`src/rtl/muldiv_ctrl.sv`:
```
// HI/LO owner and sequencer for the multicycle Div and Mult units.
// Latches the operands, issues one start pulse, qualifies completion, and commits or flags.
module muldiv_ctrl #(
    parameter int SETTLE  = 1,
    parameter int TIMEOUT = 64
) (
    input  logic        clock,
    input  logic        reset,
    input  logic        req,
    input  logic [1:0]  op,
    input  logic [31:0] op_a,
    input  logic [31:0] op_b,
    output logic        busy,
    output logic        done,
    output logic        div_zero_exc,
    output logic        timeout,
    output logic [31:0] hi,
    output logic [31:0] lo,
    output logic [31:0] unit_a,
    output logic [31:0] unit_b,
    output logic        div_start,
    output logic        mult_start,
    input  logic        div_finished,
    input  logic [31:0] div_quotient,
    input  logic [31:0] div_remainder,
    input  logic        mult_done,
    input  logic [31:0] mult_hi,
    input  logic [31:0] mult_lo
);

    localparam int CNT_W = $clog2(TIMEOUT + SETTLE + 1) + 1;

    localparam logic [2:0] ST_IDLE  = 3'd0;
    localparam logic [2:0] ST_START = 3'd1;
    localparam logic [2:0] ST_WAIT  = 3'd2;
    localparam logic [2:0] ST_WRITE = 3'd3;
    localparam logic [2:0] ST_DONE  = 3'd4;
    localparam logic [2:0] ST_EXC   = 3'd5;

    localparam logic [1:0] OP_MULT = 2'b00;
    localparam logic [1:0] OP_DIV  = 2'b01;
    localparam logic [1:0] OP_MTHI = 2'b10;
    localparam logic [1:0] OP_MTLO = 2'b11;

    logic [2:0]       state;
    logic [2:0]       state_nxt;
    logic [1:0]       op_q;
    logic [CNT_W-1:0] wait_cnt;
    logic             to_flag;
    logic             qualified;
    logic             expire;

    // The unit's flag is ignored for the first SETTLE WAIT cycles; Div's flag can be stale high.
    assign qualified = (wait_cnt >= CNT_W'(SETTLE)) &&
                       ((op_q == OP_DIV) ? div_finished : mult_done);
    assign expire    = (wait_cnt == CNT_W'(TIMEOUT - 1));

    always_comb begin
        state_nxt = state;
        case (state)
            ST_IDLE: begin
                if (req) begin
                    if (op[1])
                        state_nxt = ST_WRITE;
                    else if (op == OP_DIV && op_b == 32'd0)
                        state_nxt = ST_EXC;
                    else
                        state_nxt = ST_START;
                end
            end
            ST_START: state_nxt = ST_WAIT;
            ST_WAIT: begin
                if (qualified)
                    state_nxt = ST_WRITE;
                else if (expire)
                    state_nxt = ST_EXC;
            end
            ST_WRITE: state_nxt = ST_DONE;
            ST_DONE:  state_nxt = ST_IDLE;
            ST_EXC:   state_nxt = ST_IDLE;
            default:  state_nxt = ST_IDLE;
        endcase
    end

    always_ff @(posedge clock or posedge reset) begin
        if (reset) begin
            state    <= ST_IDLE;
            op_q     <= OP_MULT;
            wait_cnt <= '0;
            to_flag  <= 1'b0;
            unit_a   <= 32'd0;
            unit_b   <= 32'd0;
            hi       <= 32'd0;
            lo       <= 32'd0;
        end else begin
            state <= state_nxt;
            case (state)
                ST_IDLE: begin
                    if (req) begin
                        op_q    <= op;
                        unit_a  <= op_a;
                        unit_b  <= op_b;
                        to_flag <= 1'b0;
                    end
                end
                ST_START: wait_cnt <= '0;
                ST_WAIT: begin
                    wait_cnt <= wait_cnt + CNT_W'(1);
                    if (!qualified && expire)
                        to_flag <= 1'b1;
                end
                ST_WRITE: begin
                    case (op_q)
                        OP_DIV: begin
                            hi <= div_remainder;
                            lo <= div_quotient;
                        end
                        OP_MULT: begin
                            hi <= mult_hi;
                            lo <= mult_lo;
                        end
                        OP_MTHI: hi <= unit_a;
                        default: lo <= unit_a;
                    endcase
                end
                default: ;
            endcase
        end
    end

    // All handshake outputs decode straight from the state register.
    assign busy         = (state != ST_IDLE);
    assign done         = (state == ST_DONE) || (state == ST_EXC);
    assign div_zero_exc = (state == ST_EXC) && !to_flag;
    assign timeout      = (state == ST_EXC) && to_flag;
    assign div_start    = (state == ST_START) && (op_q == OP_DIV);
    assign mult_start   = (state == ST_START) && (op_q == OP_MULT);

endmodule

```
`config.mk`:
```
export PLATFORM = sky130hd
export DESIGN_NAME = muldiv_ctrl
export DESIGN_NICKNAME = d
export VERILOG_FILES = /design/src/rtl/muldiv_ctrl.sv
export SDC_FILE = /design/constraint.sdc
export NUM_CORES = 1
export LEC_CHECK = 0
export CAP_MARGIN = 30
export CORE_ASPECT_RATIO = 1.4
export CORE_MARGIN = 4
export CORE_UTILIZATION = 45
export CTS_BUF_LIST = sky130_fd_sc_hd__clkbuf_8
export CTS_CLUSTER_SIZE = 10
export DETAILED_ROUTE_END_ITERATION = 8
export PLACE_DENSITY = 0.88
export SETUP_SLACK_MARGIN = 0.5
export SYNTH_ARGS = -nofsm -noshare
export SYNTH_HDL_FRONTEND = slang
export SYNTH_SLANG_ARGS = --single-unit
```
`constraint.sdc`:
```
create_clock -name clock -period 12.25 [get_ports clock]
set_clock_uncertainty 0.1 [all_clocks]
set_input_delay 2.45 -clock clock [delete_from_list [all_inputs] [get_ports clock]]
set_output_delay 2.45 -clock clock [all_outputs]
set_load 0.05 [all_outputs]
```
==> summary.md <==
Buffers placed on the I/O ports in this run total 332. The clock net in this run drives a total of 142 sinks. The worst setup path is of the flop to primary output kind.

For the worst setup path, the data required time is 9700 ps. Total power for the finished layout comes to 0.00331 W. Number of filler instances in the final layout: 1068.

Setup total negative slack on the finished layout was measured at 0 ps. From left edge to right edge, the die measures 112 um. TritonCTS built the clock tree.

Max-cap violations in this run came to 0. After detailed routing, the total wire length is 22900 um. Counting every net in the synthesized netlist gives 858. The first global-routing pass estimated 35800 um of wire. The fraction of registers with async set/reset is 1.00.

The largest individual stage delay along the critical path comes from the cell dfrtp_4. The flow ran to the end, and the final reports show no timing, DRC or antenna violations. The signal on the critical path passes through nor3b_1 -> clkdlybuf4s50_1. The tools report the total global-route track usage as 0.267. The via count of the first global-routing pass came out at 6479. The buffering stage count on the worst path with inverters included came out at 1. The relative slew slack is 0.351, and the number of enable flip-flop cells after synthesis is 0. Dividing the detail-routed wire length by the instance count gives 19.5 um.

The run gives 0 as the number of remaining DRC errors. Of all cell types, the one taking the most synthesized area is dfrtp_1. The logs give 0 for the number of endpoints failing setup at the final stage and 0 for the residual overflow from global routing.

The number of vias per cell is 5.23. The net count of the finished layout is 1172. Initial core utilization: 0.464. In this run the worst hold path is classified as flop to flop.

At the pin with the least slew margin, the transition time is 973 ps. After clock tree synthesis, the setup repair step added 0 buffers. The pin count of the biggest net entering global routing came out at 68. The tools report the number of hold-repair buffers added at the cts stage as 0.

The I/O pin count was 333; the largest stage delay on the critical path was 860 ps. The area share of the largest cell type after synthesis came out at 0.525. Counting distinct cell types in the post-synthesis netlist gives 36.

The quantity of gates resized following cts is 0. The cell with the most instances after synthesis was dfrtp_1. Number of hold violations in the final report: 0. The clock-pin transition on the worst setup and hold timing paths was 90 ps; the initial antenna violation count was 0. At the later pin of the worst-skew pair, clock insertion delay measures 440 ps. For this run, the number of Yosys warnings is 0. The fraction of layout cells with a size suffix above 1 is 0.0825, and the number of pins exceeding their max-slew limit in the final report is 0. The achievable clock frequency is 202 MHz, and the data arrival time of the worst path is 2400 ps.

The worst setup path is launched from a flop. VDD sags by at most 0.000187 V. In the synthesized netlist the dominant register cell turns out to be dfrtp_1. Dividing total power by cell area gives a power density of 310 nW/um2.

The floorplan core area is 14600 um2, and the clock period minus worst slack is 4950 ps. Setup repair after global routing left no endpoint under its margin. The HPWL after detailed placement is 17200 um.

The run gives 4 as the number of iterations in the first detailed-routing pass. The share of the yosys chip area belonging to registers came out at 0.525. Synthesis-to-finish area growth: 57.6%.

Ranked by total cell area, the synthesized netlist is headed by dfrtp_1 (53%), mux2i_1 (9.5%), mux2_2 (6.2%), o21ai_0 (5.3%), mux2_1 (5.0%). The number of standard-cell rows in the floorplan was 52. The detailed router finished its first iteration with 307 violations.

The detail route stage leaves a number of antenna-violating nets equal to 0. At the end of routability-driven placement, the weighted congestion stood at 0.893. Across all layers, the routed design uses 6128 vias.

The tools report the master cell of the clock root buffer as clkbuf_8. The number of antenna diodes in the final layout is 0. The synthesized netlist cell count was 656; the number of CTS-inserted buffers was 17. The average size of a mapped cell was 10.3 um2. The synthesized netlist occupies a cell area of 6760 um2. Summed over all cells, the static leakage comes to 4.56 nW.

The die covers 17100 um2. The portion of the clock cycle consumed by the worst path in the final layout came out at 0.404. The number of buffers on the longest clock path came out at 2.

Along the worst path, the maximum fanout reaches 53. Category of the worst setup path capture point: a primary output. The top cell family by delay on the critical path was flip-flops. The number of storage elements in the synthesis netlist is 142, and the number of levels in the clock H-tree is 4.

Ranked by instance count, the synthesized netlist is headed by dfrtp_1 (142), nand2_1 (74), nor2_1 (73), o21ai_0 (72), a21oi_1 (67). From bottom edge to top edge, the die measures 153 um.
## power by group
part           switching, W  internal [W]  leakage, nW  total (W)
sequential         0.000231      0.000693         1.74   0.000924
combinational       0.00124      0.000703         2.59    0.00195
clock              0.000186      0.000249        0.228   0.000435
## kinds of logic (layout without fill, tap and decap cells)
| family | after synthesis | in the layout | synth area share |
|---|---|---|---|
| adders and majority gates | 3 | 3 | 0.00555 |
| AOI/OAI and AO/OA | 146 | 146 | 0.110 |
| and+or+nand+nor | 184 | 184 | 0.117 |
| xor gates and xnor gates | 2 | 2 | 0.00259 |
| DFF | 142 | 142 | 0.525 |
| muxes | 131 | 131 | 0.206 |
| buffers and inverters | 48 | 374 | 0.0331 |
## metal layers
layer,up-vias,part of all wire,GRT usage
met4,0,0.048,0.128
li1,2924,-,-
met1,2899,0.39,0.312
met2,242,0.51,0.456
met3,63,0.057,0.0708
met5,-,0,0
## placed cells by master, fill, tap and decap left out, types with 2 or more instances in the layout
cell               n
clkdlybuf4s50_1  332
dfrtp_1          140
nand2_1           74
nor2_1            73
o21ai_0           72
a21oi_1           67
mux2i_1           64
mux2_2            37
mux2_1            30
clkbuf_8          18
nor4_1             8
inv_1              5
nand3_1            5
nand4_1            5
bufinv_16          5
buf_4              5
inv_6              4
and3_1             3
ha_1               3
nor2b_1            2
nand3_2            2
nand2b_1           2
nor3_2             2
o21ai_1            2
xor2_1             2
nor3_1             2
clkinvlp_4         2
clkinv_4           2
dfrtp_4            2
## sequential cells by signal (all words and copies together) (netlist names)
name / cells
lo: 32
to_flag: 1
unit_b: 32
hi: 32
wait_cnt: 8
unit_a: 32
state: 3
op_q: 2
## metrics by stage
step | std cells | hold WS, ps | utilization | worst slack, ps | cell area, um2
final | 1171 | 380 | 0.732 | 7300 | 10700
after global routing | 1171 | 400 | 0.732 | 7190 | 10700
after CTS | 1171 | 386 | 0.732 | 7290 | 10700
after detailed placement | 1140 | 369 | 0.700 | 7790 | 10200
after global placement | 1139 | 361 | 0.699 | 7570 | 10200
after floorplan | 656 | 358 | - | 5890 | 6760
## layout make-up
type,instances,area (um2),share of cell area
Tap cell,189,236,0.0222
Multi-Input combinational cell,466,3000,0.281
Clock inverter,13,213,0.0200
Inverter,5,23.8,0.00223
Clock buffer,18,248,0.0232
Sequential cell,142,3560,0.334
Timing Repair Buffer,338,3380,0.317
## path summary, 6_finish.rpt
kind	start	end	slack [ps]	cells after the start
max in group asynchronous	reset	lo[13]$_DFFE_PP0P_	8500	4
min in group asynchronous	reset	hi[24]$_DFFE_PP0P_	2350	2
setup / recovery	op_q[0]$_DFFE_PP0P_	div_start	7300	2
hold / removal	lo[15]$_DFFE_PP0P_	lo[15]$_DFFE_PP0P_	380	2
setup reg to reg	op_q[1]$_DFFE_PP0P_	lo[10]$_DFFE_PP0P_	9230	5
hold reg to reg	lo[15]$_DFFE_PP0P_	lo[15]$_DFFE_PP0P_	380	2
## worst register-to-register path, cell delays in order, from the launching register on
cell and delay (ps):
dfrtp_4 870, buf_4 690, nand2b_1 180, nand3_2 430
buf_4 430, o21ai_0 180
No activity file was read; power rests on OpenSTA's default activity.
